### config.mk
export PLATFORM = sky130hd
export DESIGN_NAME = if_id_buffer
export DESIGN_NICKNAME = d
export VERILOG_FILES = /design/src/rtl/if_id_buffer_pkg.sv /design/src/rtl/if_id_buffer.sv
export SDC_FILE = /design/constraint.sdc
export NUM_CORES = 1
export LEC_CHECK = 0
export ABC_AREA = 1
export CAP_MARGIN = 20
export CORE_ASPECT_RATIO = 2
export CORE_MARGIN = 2
export CORE_UTILIZATION = 43
export DETAILED_ROUTE_END_ITERATION = 7
export PLACE_DENSITY = 0.75
export SLEW_MARGIN = 20
export SYNTH_ARGS = -nofsm -noshare
export SYNTH_HDL_FRONTEND = slang
export SYNTH_SLANG_ARGS = --single-unit
### constraint.sdc
create_clock -name i_clk -period 6.4 [get_ports i_clk]
set_input_delay 1.28 -clock i_clk [delete_from_list [all_inputs] [get_ports i_clk]]
set_output_delay 1.28 -clock i_clk [all_outputs]
set_load 0.05 [all_outputs]
### src/rtl/if_id_buffer_pkg.sv
// if_id_buffer_pkg: shared fetch/decode pipeline types and constants
package if_id_buffer_pkg;
  localparam logic [31:0] NOP_INSTR = 32'h0000_0013;
  typedef struct packed {
    logic [31:0] pc;
    logic [31:0] instr;
  } fetch_entry_t;
endpackage

### src/rtl/if_id_buffer.sv
// if_id_buffer: circular fetch buffer between IF and ID with flush and full-stall
module if_id_buffer #(
  parameter int DEPTH = 2,
  parameter logic [31:0] NOP_INSTR = if_id_buffer_pkg::NOP_INSTR
) (
  input  logic                     i_clk,
  input  logic                     i_reset,
  input  logic                     i_valid,
  input  logic [31:0]              i_pc,
  input  logic [31:0]              i_instr,
  input  logic                     i_flush,
  output logic                     o_if_stall,
  input  logic                     i_id_ready,
  output logic                     o_valid,
  output logic [31:0]              o_pc,
  output logic [31:0]              o_instr,
  output logic [$clog2(DEPTH):0]   o_count
);
  import if_id_buffer_pkg::*;
  localparam int AW = $clog2(DEPTH);
  localparam int CW = AW + 1;
  fetch_entry_t mem [DEPTH];
  fetch_entry_t head;
  logic [AW-1:0] rd_ptr, wr_ptr;
  logic [CW-1:0] count;
  logic push, pop;
  assign o_if_stall = count == CW'(DEPTH);
  assign o_valid    = count != '0;
  assign o_count    = count;
  assign push       = i_valid && !o_if_stall && !i_flush;
  assign pop        = o_valid && i_id_ready && !i_flush;
  assign head       = mem[rd_ptr];
  assign o_pc       = o_valid ? head.pc : '0;
  assign o_instr    = o_valid ? head.instr : NOP_INSTR;
  always_ff @(posedge i_clk) begin
    if (i_reset || i_flush) begin
      rd_ptr <= '0;
      wr_ptr <= '0;
      count  <= '0;
    end else begin
      if (push) begin
        mem[wr_ptr] <= '{pc: i_pc, instr: i_instr};
        wr_ptr      <= wr_ptr + AW'(1);
      end
      if (pop) rd_ptr <= rd_ptr + AW'(1);
      count <= count + CW'(push) - CW'(pop);
    end
  end
endmodule
After elaboration in Yosys (flattened, before gate mapping)
Memory sizes are Yosys's and may differ from the RTL's. A register that Yosys moved wholly into a read port is not among the register bits.
Cells that the tools add are included.
{ "word_totals": {"mem_count": 1, "word_cells": 24, "ram_bits": 128, "input_bits": 69, "output_inout_bits": 68, "reg_bits": 4} }
{ "memory_table": {"columns": ["name", "words", "word_bits", "read_ports", "rd_clocked_by_memory_dff", "write_ports", "line_no", "source"], "rows": [
  ["mem", 2, 64, 1, 1, 1, "if_id_buffer.sv:22", "fetch_entry_t mem [DEPTH];"]
]} }
{ "op_classes": {"n_reduce_logical": 8, "n_eq_ne": 1, "mux": 7, "addsub": 4} }
{ "ops": {"columns": ["cell", "count"], "rows": [
  ["32-bit two-way mux", 2],
  ["1-bit two-way mux", 5],
  ["1-bit logical AND", 4],
  ["1-bit adder, second input constant", 2],
  ["2-bit by 1-bit adder with 2-bit output", 1],
  ["2-bit equality test, second input constant", 1],
  ["1-bit logical NOT", 2],
  ["2-bit nonzero test", 1],
  ["2-bit by 1-bit subtractor with 2-bit output", 1],
  ["1-bit logical OR", 1]
]} }

Depth between registers and ports, before layout
{ "depth": {"ltp_word": 7, "mapped_depth": 9, "ltp_nobuf": 9} }

Worst setup path before layout
OpenSTA, ideal clock, no wires.
{ "synth_path": {"path_type": "input to register", "from": "in i_valid", "to": "mem mem[0][0] in the netlist's numbering, enable pin", "setup_slack_ns": -0.042, "arrival_ns": 5.878, "t_required_ns": 5.835, "setup_ns": 0.565, "path_buffers": 0, "path_stages": 4, "cell_sequence": "inv_1 nor2_1 nand2_1 nor3_1"} }
{ "synth_between": {"elab_chain_len": 5} }
{ "synth_rtl": {"columns": ["item", "line_no", "source"], "rows": [
  ["start: declaration", "if_id_buffer.sv:8", "input logic i_valid,"],
  ["1-bit logical AND (2 in series)", "if_id_buffer.sv:30", "assign push = i_valid && !o_if_stall && !i_flush;"],
  ["1-bit two-way mux", "if_id_buffer.sv:41", "if (push) begin"],
  ["1-bit two-way mux", "if_id_buffer.sv:36", "if (i_reset || i_flush) begin"],
  ["1-bit two-way mux (implied by the code)", "if_id_buffer.sv:42", "mem[wr_ptr] <= '{pc: i_pc, instr: i_instr};"],
  ["end: declaration", "if_id_buffer.sv:22", null]
]} }
No other way between the ends.

Final worst setup path
{ "layout_path": {"from": "reg count[1] (netlist: o_count[1])", "to": "out o_pc[1]"} }
{ "layout_between": {"elab_chain_len": 2} }
{ "layout_rtl": {"columns": ["item", "line_no", "source"], "rows": [
  ["start: declaration", "if_id_buffer.sv:25", "logic [CW-1:0] count;"],
  ["start signal: assignment", "if_id_buffer.sv:46", "count <= count + CW'(push) - CW'(pop);"],
  ["2-bit nonzero test", "if_id_buffer.sv:28", "assign o_valid = count != '0;"],
  ["32-bit two-way mux", "if_id_buffer.sv:33", "assign o_pc = o_valid ? head.pc : '0;"],
  ["end: declaration", "if_id_buffer.sv:15", "output logic [31:0] o_pc,"]
]} }
No other way between the ends.

==> run_results.csv <==
group,metric,value,unit
sta,finalSetupViolations,0,
sta,fin_crit_sh,63.19,%
clocking,ctsResizeCount,0,
sta,maxSlewHeadroom,41.84,%
die,fp.dieH,157.4,µm
clocking,cts-htree-levels,4,
sta,setup_tns,0,ns
sta,rsz0062_at_grt,"false",
pwr,power_frac_clock,44.8,%
route,antenna_left,0,
route,drtIter0Drc,218,
finish,fin_area,0.007133,mm²
finish,nNetsFinal,596,
finish,n_antenna_cell,0,
global_route,busiest_layer,"met2",
worst_setup_path,cp_data_arrival_time,2.76,ns
sta,worst_pin_slew,0.8724,ns
clocking,cts_tree,"built",
die,core,0.01163,mm²
pwr,power_frac_comb,7.9,%
sta,final.setup_skew,0.007110,ns
worst_setup_path,cp_cell_sequence,"nor2_4, buf_4, a21oi_1, clkdlybuf4s50_1",
die,ioPinCount,137,
synth,syn_inst,383,
finish,regArea,0.003945,mm²
pwr,peakVddDrop,0.2141,mV
pwr,intPower,1.612,mW
route,wl,11250,µm
clocking,cts_buffers,17,
clocking,clkLatencyLatePin,0.41,ns
worst_setup_path,crit_path_max_incr_delay,0.73,ns
worst_setup_path,start_kind,"flop",
sta,slew_violations,0,
placed_design,postPlaceCellArea,0.006525,mm²
global_route,use_met1,18.17,%
finish,final_cell_mix,"138 x nand2_1, 136 x clkdlybuf4s50_1, 128 x edfxtp_1",
placed_design,gp_routability_congestion,0.7807,
global_route,antenna_found_initial,0,
die,rows,56,
clocking,cts_setup_buffers,0,
route,detail_route.wl_per_cell,16.47,µm
route,drcViolationCount,0,
synth,yosys.area.top_type,"edfxtp_1",
pwr,swShare,21.78,%
synth,synth_nets,454,
die,start_util,43.50,%
clocking,path_clk_slew,0.06,ns
synth,ys_types,15,
pwr,leakagePower,2.493,nW
global_route,grt_pass1_wl,16750,µm
pwr,sequentialPowerShare,47.3,%
global_route,grt_remaining_overflow,0,
synth,netlist.area_leader.share,75.96,%
synth,seq_area_frac_synth,77.94,%
synth,ys_warn_count,0,
synth,syn_avg_cell_area,13.21,µm²
finish,drive_gt1_share,8.178,%
placed_design,io_buffers,136,
worst_setup_path,crit_type,"reg -> out",
synth,synth_area,0.005060,mm²
flow_run,max-cap-violations,0,
clocking,clock-sinks,133,
route,vias,3375,
placed_design,dp_hpwl,7417,µm
global_route,gr-usage-met3,5.333,%
clocking,clock_path_buffers,2,
global_route,grt_pass1_vias,3366,
finish,area_delta_synth_final,40.97,%
synth,ys_seq_elements,133,
clocking,cts-root-buf,"clkbuf_16",
pwr,power.density,288.9,mW/mm²
global_route,grt_use_total,18.54,%
worst_setup_path,crit_path_end_kind,"output pin",
sta,max_freq,247.3,MHz
worst_setup_path,critPathMaxFanout,32,
status,status,"finished, final reports clean",
clocking,ctsHoldBuffers,0,
synth,synth_area_leaders,"edfxtp_1 76%, nand2_1 10%, a21oi_1 6.2%",
finish,fill_cells,895,
die,die_area,0.01270,mm²
route,firstDrtPassIters,4,
pwr,switchingPower,448.9,µW
finish,multi_input_area,954.7,µm²
finish,final_common_cell,"nand2_1",
sta,finalHoldViolations,0,
die,die_x,80.71,µm
global_route,grt.met2_usage,34.40,%
min_path,hp-class,"reg -> reg",
sta,period_needed,4.044,ns
route,via_per_inst,4.941,
worst_setup_path,rrSetupSlack,4.00,ns
global_route,grt_max_degree,65,
worst_setup_path,cp.required,5.12,ns
worst_setup_path,critPathSlowestCell,"clkdlybuf4s50_1",
-- final cells by class --
class	count	area share, %
flip-flops and latches	133	55.31
repair buffers	142	20.00
multi-input cells	219	13.38
clock buffers	17	5.964
well taps	145	2.543
clock inverters	15	2.158
inverters	12	0.6490
-- final timing paths --
check / from / to / depth (start not counted)
max reg2reg: o_count[1]$_SDFF_PP0_ / o_count[1]$_SDFF_PP0_ / 9
min: rd_ptr$_SDFFE_PP0P_ / rd_ptr$_SDFFE_PP0P_ / 2
min reg2reg: rd_ptr$_SDFFE_PP0P_ / rd_ptr$_SDFFE_PP0P_ / 2
max: o_count[1]$_SDFF_PP0_ / o_pc[1] / 4
-- kinds of logic (layout without fill, tap and decap cells) --
group	Yosys count	count (layout)	synth area share [%]
AO/OA/AOI/OAI	63	63	6.231
adder cells (fa/ha/maj)	2	2	0.4945
buffers and inverters	31	186	3.561
flip-flops	133	133	77.94
AND/OR/NAND/NOR	154	154	11.77
-- worst max-delay path, delay by kind of cell, from the launching register on --
| family | cells | cell delay, ns |
|---|---|---|
| buffers and inverters | 2 | 1.19 |
| AND/OR/NAND/NOR | 1 | 0.63 |
| flip-flops | 1 | 0.37 |
| AO/OA/AOI/OAI | 1 | 0.14 |
-- flip-flops by register name (all words and copies together) (netlist names), named ones only --
| name | cells |
|---|---|
| o_count | 2 |
| mem | 128 |
| wr_ptr | 1 |
| rd_ptr | 1 |
-- power by group through the flow --
stage	clock network, mW	registers (mW)	logic, mW
after floorplan	0	0.996	0.0750
after global placement	0	0.993	0.159
after detailed placement	0	0.994	0.162
after CTS	0.935	0.976	0.163
after global routing	0.969	0.977	0.171
final	0.923	0.976	0.162
-- cell usage after synthesis, drive strengths merged --
| cell | n |
|---|---|
| a21oi | 63 |
| buf | 19 |
| dfxtp | 5 |
| edfxtp | 128 |
| ha | 2 |
| inv | 12 |
| nand2 | 138 |
| nand3 | 5 |
| nor2 | 10 |
| nor3 | 1 |
-- per-stage QoR --
step           setup slack [ns]  instances  power (mW)  util [%]  hold WS [ns]
2_1_floorplan             1.683        383       1.071         -        0.4669
3_3_place_gp              2.591        650       1.152     56.10        0.4796
3_5_place_dp              2.560        650       1.156     56.10        0.5006
4_1_cts                   2.242        682       2.074     61.08        0.5158
5_1_grt                   2.214        683       2.117     61.33        0.5612
6_report                  2.356        683       2.061     61.33        0.5116
-- metal layers --
| metal | up-vias | part of all wire, % | wire [µm] |
|---|---|---|---|
| met1 | 1630 | 33 | 3701 |
| li1 | 1621 | - | - |
| met4 | 0 | 2.7 | 301 |
| met2 | 108 | 60 | 6706 |
| met3 | 16 | 4.8 | 538 |
| met5 | - | 0 | 0 |
(Power assumes the default switching activity.)
